==> src/rtl/seq_mul_n.sv <==
// seq_mul_n: W x W shift-and-add multiplier, one multiplier bit per clock, LSB first.
// Ports: clk, rst_a (async, active-high), load, a (multiplier), b (multiplicand),
//        op (2W product), ready_out (result valid), busy (multiply in progress).
// Parameters: W (2..32), EARLY_TERM (finish once remaining multiplier bits are zero).
// Optional macro SEQ_MUL_SIGNED_EN adds input sgn for two's-complement operation.
module seq_mul_n #(
    parameter int W          = 4,
    parameter bit EARLY_TERM = 1'b0
) (
    input  logic           clk,
    input  logic           rst_a,
    input  logic           load,
`ifdef SEQ_MUL_SIGNED_EN
    input  logic           sgn,
`endif
    input  logic [W-1:0]   a,
    input  logic [W-1:0]   b,
    output logic [2*W-1:0] op,
    output logic           ready_out,
    output logic           busy
);

    localparam int CW = $clog2(W);

    typedef enum logic [1:0] {
        IDLE = 2'd0,
        RUN  = 2'd1,
        DONE = 2'd2
    } state_t;

    state_t state_q, state_d;

    logic [W-1:0]   mplier_q;
    logic [2*W-1:0] mcand_q;
    logic [2*W-1:0] acc_q;
    logic [CW-1:0]  cnt_q;
    logic           neg_q;

    logic           accept;
    logic           last;
    logic [W-1:0]   a_mag;
    logic [W-1:0]   b_mag;
    logic           neg_d;
    logic [2*W-1:0] sum;
    logic [2*W-1:0] prod;

    // Operand conditioning: signed mode multiplies magnitudes and
    // remembers whether the result must be negated at completion.
    // The most negative value maps onto itself, which is its correct
    // unsigned magnitude in W bits.
    always_comb begin
        a_mag = a;
        b_mag = b;
        neg_d = 1'b0;
`ifdef SEQ_MUL_SIGNED_EN
        if (sgn) begin
            if (a[W-1]) a_mag = -a;
            if (b[W-1]) b_mag = -b;
            neg_d = a[W-1] ^ b[W-1];
        end
`endif
    end

    // One partial product per cycle; mcand_q is pre-shifted so the
    // accumulator add never needs the bit index.
    always_comb begin
        sum  = acc_q + (mplier_q[0] ? mcand_q : '0);
        prod = neg_q ? -sum : sum;
        last = (cnt_q == CW'(W - 1));
        if (EARLY_TERM && (mplier_q[W-1:1] == '0)) last = 1'b1;
    end

    always_comb begin
        state_d = state_q;
        accept  = 1'b0;
        unique case (state_q)
            IDLE, DONE: begin
                if (load) begin
                    state_d = RUN;
                    accept  = 1'b1;
                end
            end
            RUN: begin
                if (last) state_d = DONE;
            end
            default: state_d = IDLE;
        endcase
    end

    always_ff @(posedge clk or posedge rst_a) begin
        if (rst_a) begin
            state_q <= IDLE;
        end else begin
            state_q <= state_d;
        end
    end

    always_ff @(posedge clk or posedge rst_a) begin
        if (rst_a) begin
            mplier_q  <= '0;
            mcand_q   <= '0;
            acc_q     <= '0;
            cnt_q     <= '0;
            neg_q     <= 1'b0;
            op        <= '0;
            ready_out <= 1'b0;
            busy      <= 1'b0;
        end else if (accept) begin
            mplier_q  <= a_mag;
            mcand_q   <= {{W{1'b0}}, b_mag};
            acc_q     <= '0;
            cnt_q     <= '0;
            neg_q     <= neg_d;
            ready_out <= 1'b0;
            busy      <= 1'b1;
        end else if (state_q == RUN) begin
            acc_q    <= sum;
            mcand_q  <= mcand_q << 1;
            mplier_q <= mplier_q >> 1;
            cnt_q    <= cnt_q + 1'b1;
            if (last) begin
                op        <= prod;
                ready_out <= 1'b1;
                busy      <= 1'b0;
            end
        end
    end

endmodule

==> config.mk <==
export PLATFORM = sky130hd
export DESIGN_NAME = seq_mul_n
export DESIGN_NICKNAME = d
export VERILOG_FILES = /design/src/rtl/seq_mul_n.sv
export SDC_FILE = /design/constraint.sdc
export NUM_CORES = 1
export LEC_CHECK = 0
export BUFFER_PORTS_ARGS = -buffer_cell sky130_fd_sc_hd__buf_2
export CORE_UTILIZATION = 40
export DETAILED_ROUTE_END_ITERATION = 6
export HOLD_SLACK_MARGIN = 0.06
export PLACE_DENSITY = 0.69
export SLEW_MARGIN = 20
export SYNTH_ARGS = -nofsm -noshare
export SYNTH_HDL_FRONTEND = slang
export SYNTH_SLANG_ARGS = --single-unit
==> constraint.sdc <==
create_clock -name clk -period 6.3 [get_ports clk]
set_clock_uncertainty 0.1 [all_clocks]
set_input_delay 1.26 -clock clk [delete_from_list [all_inputs] [get_ports clk]]
set_output_delay 1.26 -clock clk [all_outputs]
set_load 0.005 [all_outputs]
==> impl_metrics.prom <==
# TYPE chip_impl_metric gauge
chip_impl_metric{name="final-seq-area",unit="um^2"} 851
chip_impl_metric{name="clock-sinks",unit=""} 34
chip_impl_metric{name="top_level_ports",unit=""} 21
chip_impl_metric{name="route.vias.total",unit=""} 1235
chip_impl_metric{name="die_h",unit="um"} 67.6
chip_impl_info{name="run_status",value="complete, no violations"} 1
chip_impl_metric{name="synth_area_per_cell",unit="um^2"} 10.3
chip_impl_metric{name="power_switching_share",unit="%"} 39.8
chip_impl_metric{name="synthCells",unit=""} 168
chip_impl_metric{name="r2r.worst_path.cells",unit=""} 9
chip_impl_metric{name="path_clk_slew",unit="ns"} 0.07
chip_impl_metric{name="clock_power_share",unit="%"} 15.9
chip_impl_metric{name="share_comb_of_total_power",unit="%"} 44.8
chip_impl_metric{name="max_freq",unit="GHz"} 0.400
chip_impl_metric{name="first_global_vias",unit=""} 1272
chip_impl_metric{name="place.port_buffers",unit=""} 20
chip_impl_metric{name="post_route_setup_tns",unit="ns"} 0
chip_impl_metric{name="synth_nets",unit=""} 188
chip_impl_metric{name="worstPathMaxFanout",unit=""} 10
chip_impl_metric{name="synth_top_cell_area_share",unit="%"} 49.4
chip_impl_metric{name="initialDrtViolationCount",unit=""} 82
chip_impl_info{name="crit_path_end_kind",value="flip-flop"} 1
chip_impl_metric{name="ff2ff_setup_slack",unit="ns"} 3.80
chip_impl_info{name="type_of_the_worst_setup_path",value="reg -> reg"} 1
chip_impl_metric{name="grt_max_degree",unit=""} 35
chip_impl_info{name="rr_endpoint",value="op[4]$_DFFE_PP0P_"} 1
chip_impl_metric{name="share_of_the_clock_period_used_by_the_worst_path",unit="%"} 39.7
chip_impl_metric{name="initial_antenna_violation_count",unit=""} 0
chip_impl_metric{name="finalNetCount",unit=""} 209
chip_impl_metric{name="postCtsSetupBuffers",unit=""} 0
chip_impl_metric{name="worst_ep_required_time",unit="ns"} 6.38
chip_impl_metric{name="portion_of_the_post_synthesis_area_used_by_sequential_elements",unit="%"} 49.4
chip_impl_metric{name="internal-power",unit="mW"} 0.579
chip_impl_info{name="netlist.top_cell.by_area",value="sky130_fd_sc_hd__dfrtp_1"} 1
chip_impl_metric{name="pwr_density_cell",unit="nW/um^2"} 497
chip_impl_metric{name="drtPass1Iterations",unit=""} 4
chip_impl_info{name="timing.hold.worst_endpoint",value="busy$_DFFE_PP0P_"} 1
chip_impl_metric{name="nFillCells",unit=""} 382
chip_impl_metric{name="avgViaCountPerCell",unit=""} 5.17
chip_impl_info{name="timing.hold.worst.start",value="busy$_DFFE_PP0P_"} 1
chip_impl_info{name="timing.hold.worst.class",value="reg -> reg"} 1
chip_impl_metric{name="initial_core_util",unit="%"} 42.5
chip_impl_metric{name="min_period",unit="ns"} 2.50
chip_impl_metric{name="number_of_h_tree_levels",unit=""} 2
chip_impl_metric{name="synthToLayoutAreaGrowth",unit="%"} 12.3
chip_impl_metric{name="placed_cells_incl_taps",unit=""} 232
chip_impl_metric{name="wl",unit="um"} 3260
chip_impl_metric{name="cts_made_buffers",unit=""} 5
chip_impl_metric{name="cts_repair_resize_count",unit=""} 0
chip_impl_metric{name="cap_viol_max_count",unit=""} 0
chip_impl_metric{name="share_seq_of_total_power",unit="%"} 39.3
chip_impl_metric{name="grt_util_all_layers",unit="%"} 17.6
chip_impl_metric{name="floorplan.rows",unit=""} 23
chip_impl_metric{name="leakagePower",unit="nW"} 0.970
chip_impl_metric{name="fraction_of_final_layout_cells_sized_beyond_drive_strength_1",unit="%"} 18.5
chip_impl_metric{name="grt_pass1_wl",unit="um"} 5840
chip_impl_metric{name="maxSlewHeadroom",unit="%"} 51.3
chip_impl_metric{name="wire_per_inst",unit="um"} 13.6
chip_impl_metric{name="hold_path_depth",unit=""} 2
chip_impl_metric{name="yosys_warnings",unit=""} 0
chip_impl_metric{name="route.detailed.drc",unit=""} 0
chip_impl_metric{name="tightestPinTransition",unit="ns"} 0.730
chip_impl_metric{name="post_synth_instance_area",unit="um^2"} 1720
chip_impl_metric{name="post_synth_num_cell_types",unit=""} 34
chip_impl_metric{name="power.ir.vdd_worst",unit="V"} 0.000231
chip_impl_info{name="netlist_top_cells_area",value="sky130_fd_sc_hd__dfrtp_1 (49%), sky130_fd_sc_hd__nand2_1 (6.3%), sky130_fd_sc_hd__ha_1 (5.8%)"} 1
chip_impl_metric{name="cts_max_path_buffers",unit=""} 2
chip_impl_metric{name="setup_viol_count_final",unit=""} 0
chip_impl_metric{name="detailed_place_hpwl",unit="um"} 2270
chip_impl_info{name="rsz0062_at_grt",value="no"} 1
chip_impl_metric{name="floorplan.die_area",unit="um^2"} 4570
chip_impl_info{name="cts-root-buf",value="sky130_fd_sc_hd__clkbuf_8"} 1
chip_impl_metric{name="final_max_slew_viol_count",unit=""} 0
chip_impl_info{name="cts_tree",value="done"} 1
chip_impl_metric{name="globalRouteOverflowTotal",unit=""} 0
chip_impl_metric{name="number_of_non_filler_instances_in_the_completed_layout",unit=""} 239
chip_impl_metric{name="design.core.area",unit="um^2"} 4060
chip_impl_info{name="startpoint_type",value="flip-flop"} 1
chip_impl_metric{name="number_of_flip_flops_and_latches_in_the_synthesized_netlist",unit=""} 34
chip_impl_info{name="regToRegStartpoint",value="mplier_q[0]$_DFFE_PP0P_"} 1
chip_impl_metric{name="cts_hold_repair.buffers",unit=""} 0
chip_impl_metric{name="routabilityCongestion",unit=""} 0.787
chip_impl_metric{name="clock_latency",unit="ns"} 0.29
chip_impl_metric{name="hold_violations",unit=""} 0
chip_impl_metric{name="power.net_switching",unit="mW"} 0.382
chip_impl_metric{name="combined_area_of_the_multi_input_logic_cells",unit="um^2"} 808
chip_impl_metric{name="n_antenna_cell",unit=""} 0
chip_impl_metric{name="cp.arrival",unit="ns"} 2.58
chip_impl_metric{name="die-width",unit="um"} 67.6
chip_impl_metric{name="ant_nets",unit=""} 0
## cell type report
class	instances	share of cell area, %
Sequential cell	34	44.0
Tap cell	50	3.23
Timing Repair Buffer	21	5.56
Multi-Input combinational cell	120	41.8
Clock buffer	5	3.56
Inverter	7	1.36
Clock inverter	2	0.517
## synth_stat cells
master,n
sky130_fd_sc_hd__a22o_1,11
sky130_fd_sc_hd__nor3_1,1
sky130_fd_sc_hd__nor3b_1,1
sky130_fd_sc_hd__a311o_1,1
sky130_fd_sc_hd__o211ai_1,1
sky130_fd_sc_hd__o31ai_1,2
sky130_fd_sc_hd__nor2b_1,3
sky130_fd_sc_hd__a21oi_1,5
sky130_fd_sc_hd__ha_1,8
sky130_fd_sc_hd__xnor2_1,3
sky130_fd_sc_hd__buf_2,3
sky130_fd_sc_hd__dfrtp_1,34
sky130_fd_sc_hd__o21ai_0,9
sky130_fd_sc_hd__clkbuf_1,3
sky130_fd_sc_hd__and2b_1,1
sky130_fd_sc_hd__or4_1,2
sky130_fd_sc_hd__xor2_1,1
sky130_fd_sc_hd__a211oi_1,3
sky130_fd_sc_hd__fa_1,1
sky130_fd_sc_hd__a22oi_1,5
sky130_fd_sc_hd__buf_6,1
sky130_fd_sc_hd__a21o_1,1
sky130_fd_sc_hd__nor2_2,1
sky130_fd_sc_hd__and2_1,6
sky130_fd_sc_hd__nand3_1,4
sky130_fd_sc_hd__o21ai_1,3
sky130_fd_sc_hd__nand2_1,29
sky130_fd_sc_hd__nand2b_1,3
sky130_fd_sc_hd__xor3_1,1
sky130_fd_sc_hd__nand2_4,1
sky130_fd_sc_hd__inv_1,7
sky130_fd_sc_hd__nor2_1,6
sky130_fd_sc_hd__mux2_2,5
sky130_fd_sc_hd__a31oi_1,2
## critical path, cell delays in order (launching register included)
cell and delay, ns:
sky130_fd_sc_hd__dfrtp_1 0.53, sky130_fd_sc_hd__and2_1 0.18, sky130_fd_sc_hd__ha_1 0.19, sky130_fd_sc_hd__inv_1 0.06, sky130_fd_sc_hd__fa_1 0.39, sky130_fd_sc_hd__nor2b_1 0.12
sky130_fd_sc_hd__o21ai_1 0.09, sky130_fd_sc_hd__a21oi_1 0.33, sky130_fd_sc_hd__nor2b_1 0.12, sky130_fd_sc_hd__mux2_2 0.27
## logic make-up after synthesis
group,share of synthesized area [%]
AND/OR/NAND/NOR,16.2
AO/OA/AOI/OAI,17.1
flip-flops,49.4
buffers and inverters,3.70
adder cells (fa/ha/maj),6.97
XOR/XNOR,3.41
multiplexers,3.27
## power groups by stage
stage                     Sequential, mW  Clock (mW)  Combinational, mW
after detailed placement           0.382           0              0.434
after global placement             0.379           0              0.425
after CTS                          0.379       0.158              0.435
after global routing               0.392       0.165              0.501
final                              0.378       0.153              0.431
after floorplan                    0.364           0              0.354
## metrics by stage
| step | worst slack [ns] | hold WS [ns] | power, mW | utilization, % | area, um^2 |
|---|---|---|---|---|---|
| 6_report | 3.80 | 0.374 | 0.962 | 47.7 | 1930 |
| 3_3_place_gp | 3.66 | 0.355 | 0.804 | 45.7 | 1860 |
| 3_5_place_dp | 3.63 | 0.361 | 0.816 | 45.7 | 1860 |
| 2_1_floorplan | 3.99 | 0.347 | 0.718 | - | 1720 |
| 5_1_grt | 3.69 | 0.409 | 1.06 | 47.7 | 1930 |
| 4_1_cts | 3.82 | 0.379 | 0.971 | 47.7 | 1930 |
## layer usage
metal / vias up / wire [um] / GRT usage (%)
met5: - / 0 / 0
met4: 0 / 65 / 7.18
met3: 8 / 100 / 4.05
met2: 19 / 1430 / 27.5
met1: 573 / 1660 / 23.2
li1: 635 / - / -
## registers in the layout, summed over array words and instances, names as in the netlist
name / flops
mcand_q: 8
mplier_q: 4
cnt_q: 2
ready_out: 1
busy: 1
op: 8
acc_q: 8
state_q: 2
## placed cells by master, fill, tap and decap left out, types with 4 or more instances in the layout
cell type                  netlist  routed
sky130_fd_sc_hd__nand3_1         4       4
sky130_fd_sc_hd__ha_1            8       8
sky130_fd_sc_hd__mux2_2          5       5
sky130_fd_sc_hd__a22oi_1         5       5
sky130_fd_sc_hd__and2_1          6       6
sky130_fd_sc_hd__dfrtp_1        34      34
sky130_fd_sc_hd__nor2_1          6       6
sky130_fd_sc_hd__a21oi_1         5       5
sky130_fd_sc_hd__a22o_1         11      11
sky130_fd_sc_hd__buf_2           3      20
sky130_fd_sc_hd__inv_1           7       7
sky130_fd_sc_hd__o21ai_0         9       9
sky130_fd_sc_hd__clkbuf_8        0       5
sky130_fd_sc_hd__nand2_1        29      29
## worst max-delay path by stage
| stage | start | end |
|---|---|---|
| after floorplan | load | acc_q[3]$_DFFE_PP0P_ |
| after global placement | load | acc_q[4]$_DFFE_PP0P_ |
| after detailed placement | load | acc_q[4]$_DFFE_PP0P_ |
| after CTS | mplier_q[0]$_DFFE_PP0P_ | op[4]$_DFFE_PP0P_ |
| after global routing | mplier_q[0]$_DFFE_PP0P_ | op[4]$_DFFE_PP0P_ |
| final | mplier_q[0]$_DFFE_PP0P_ | op[4]$_DFFE_PP0P_ |
(Power assumes the default switching activity.)
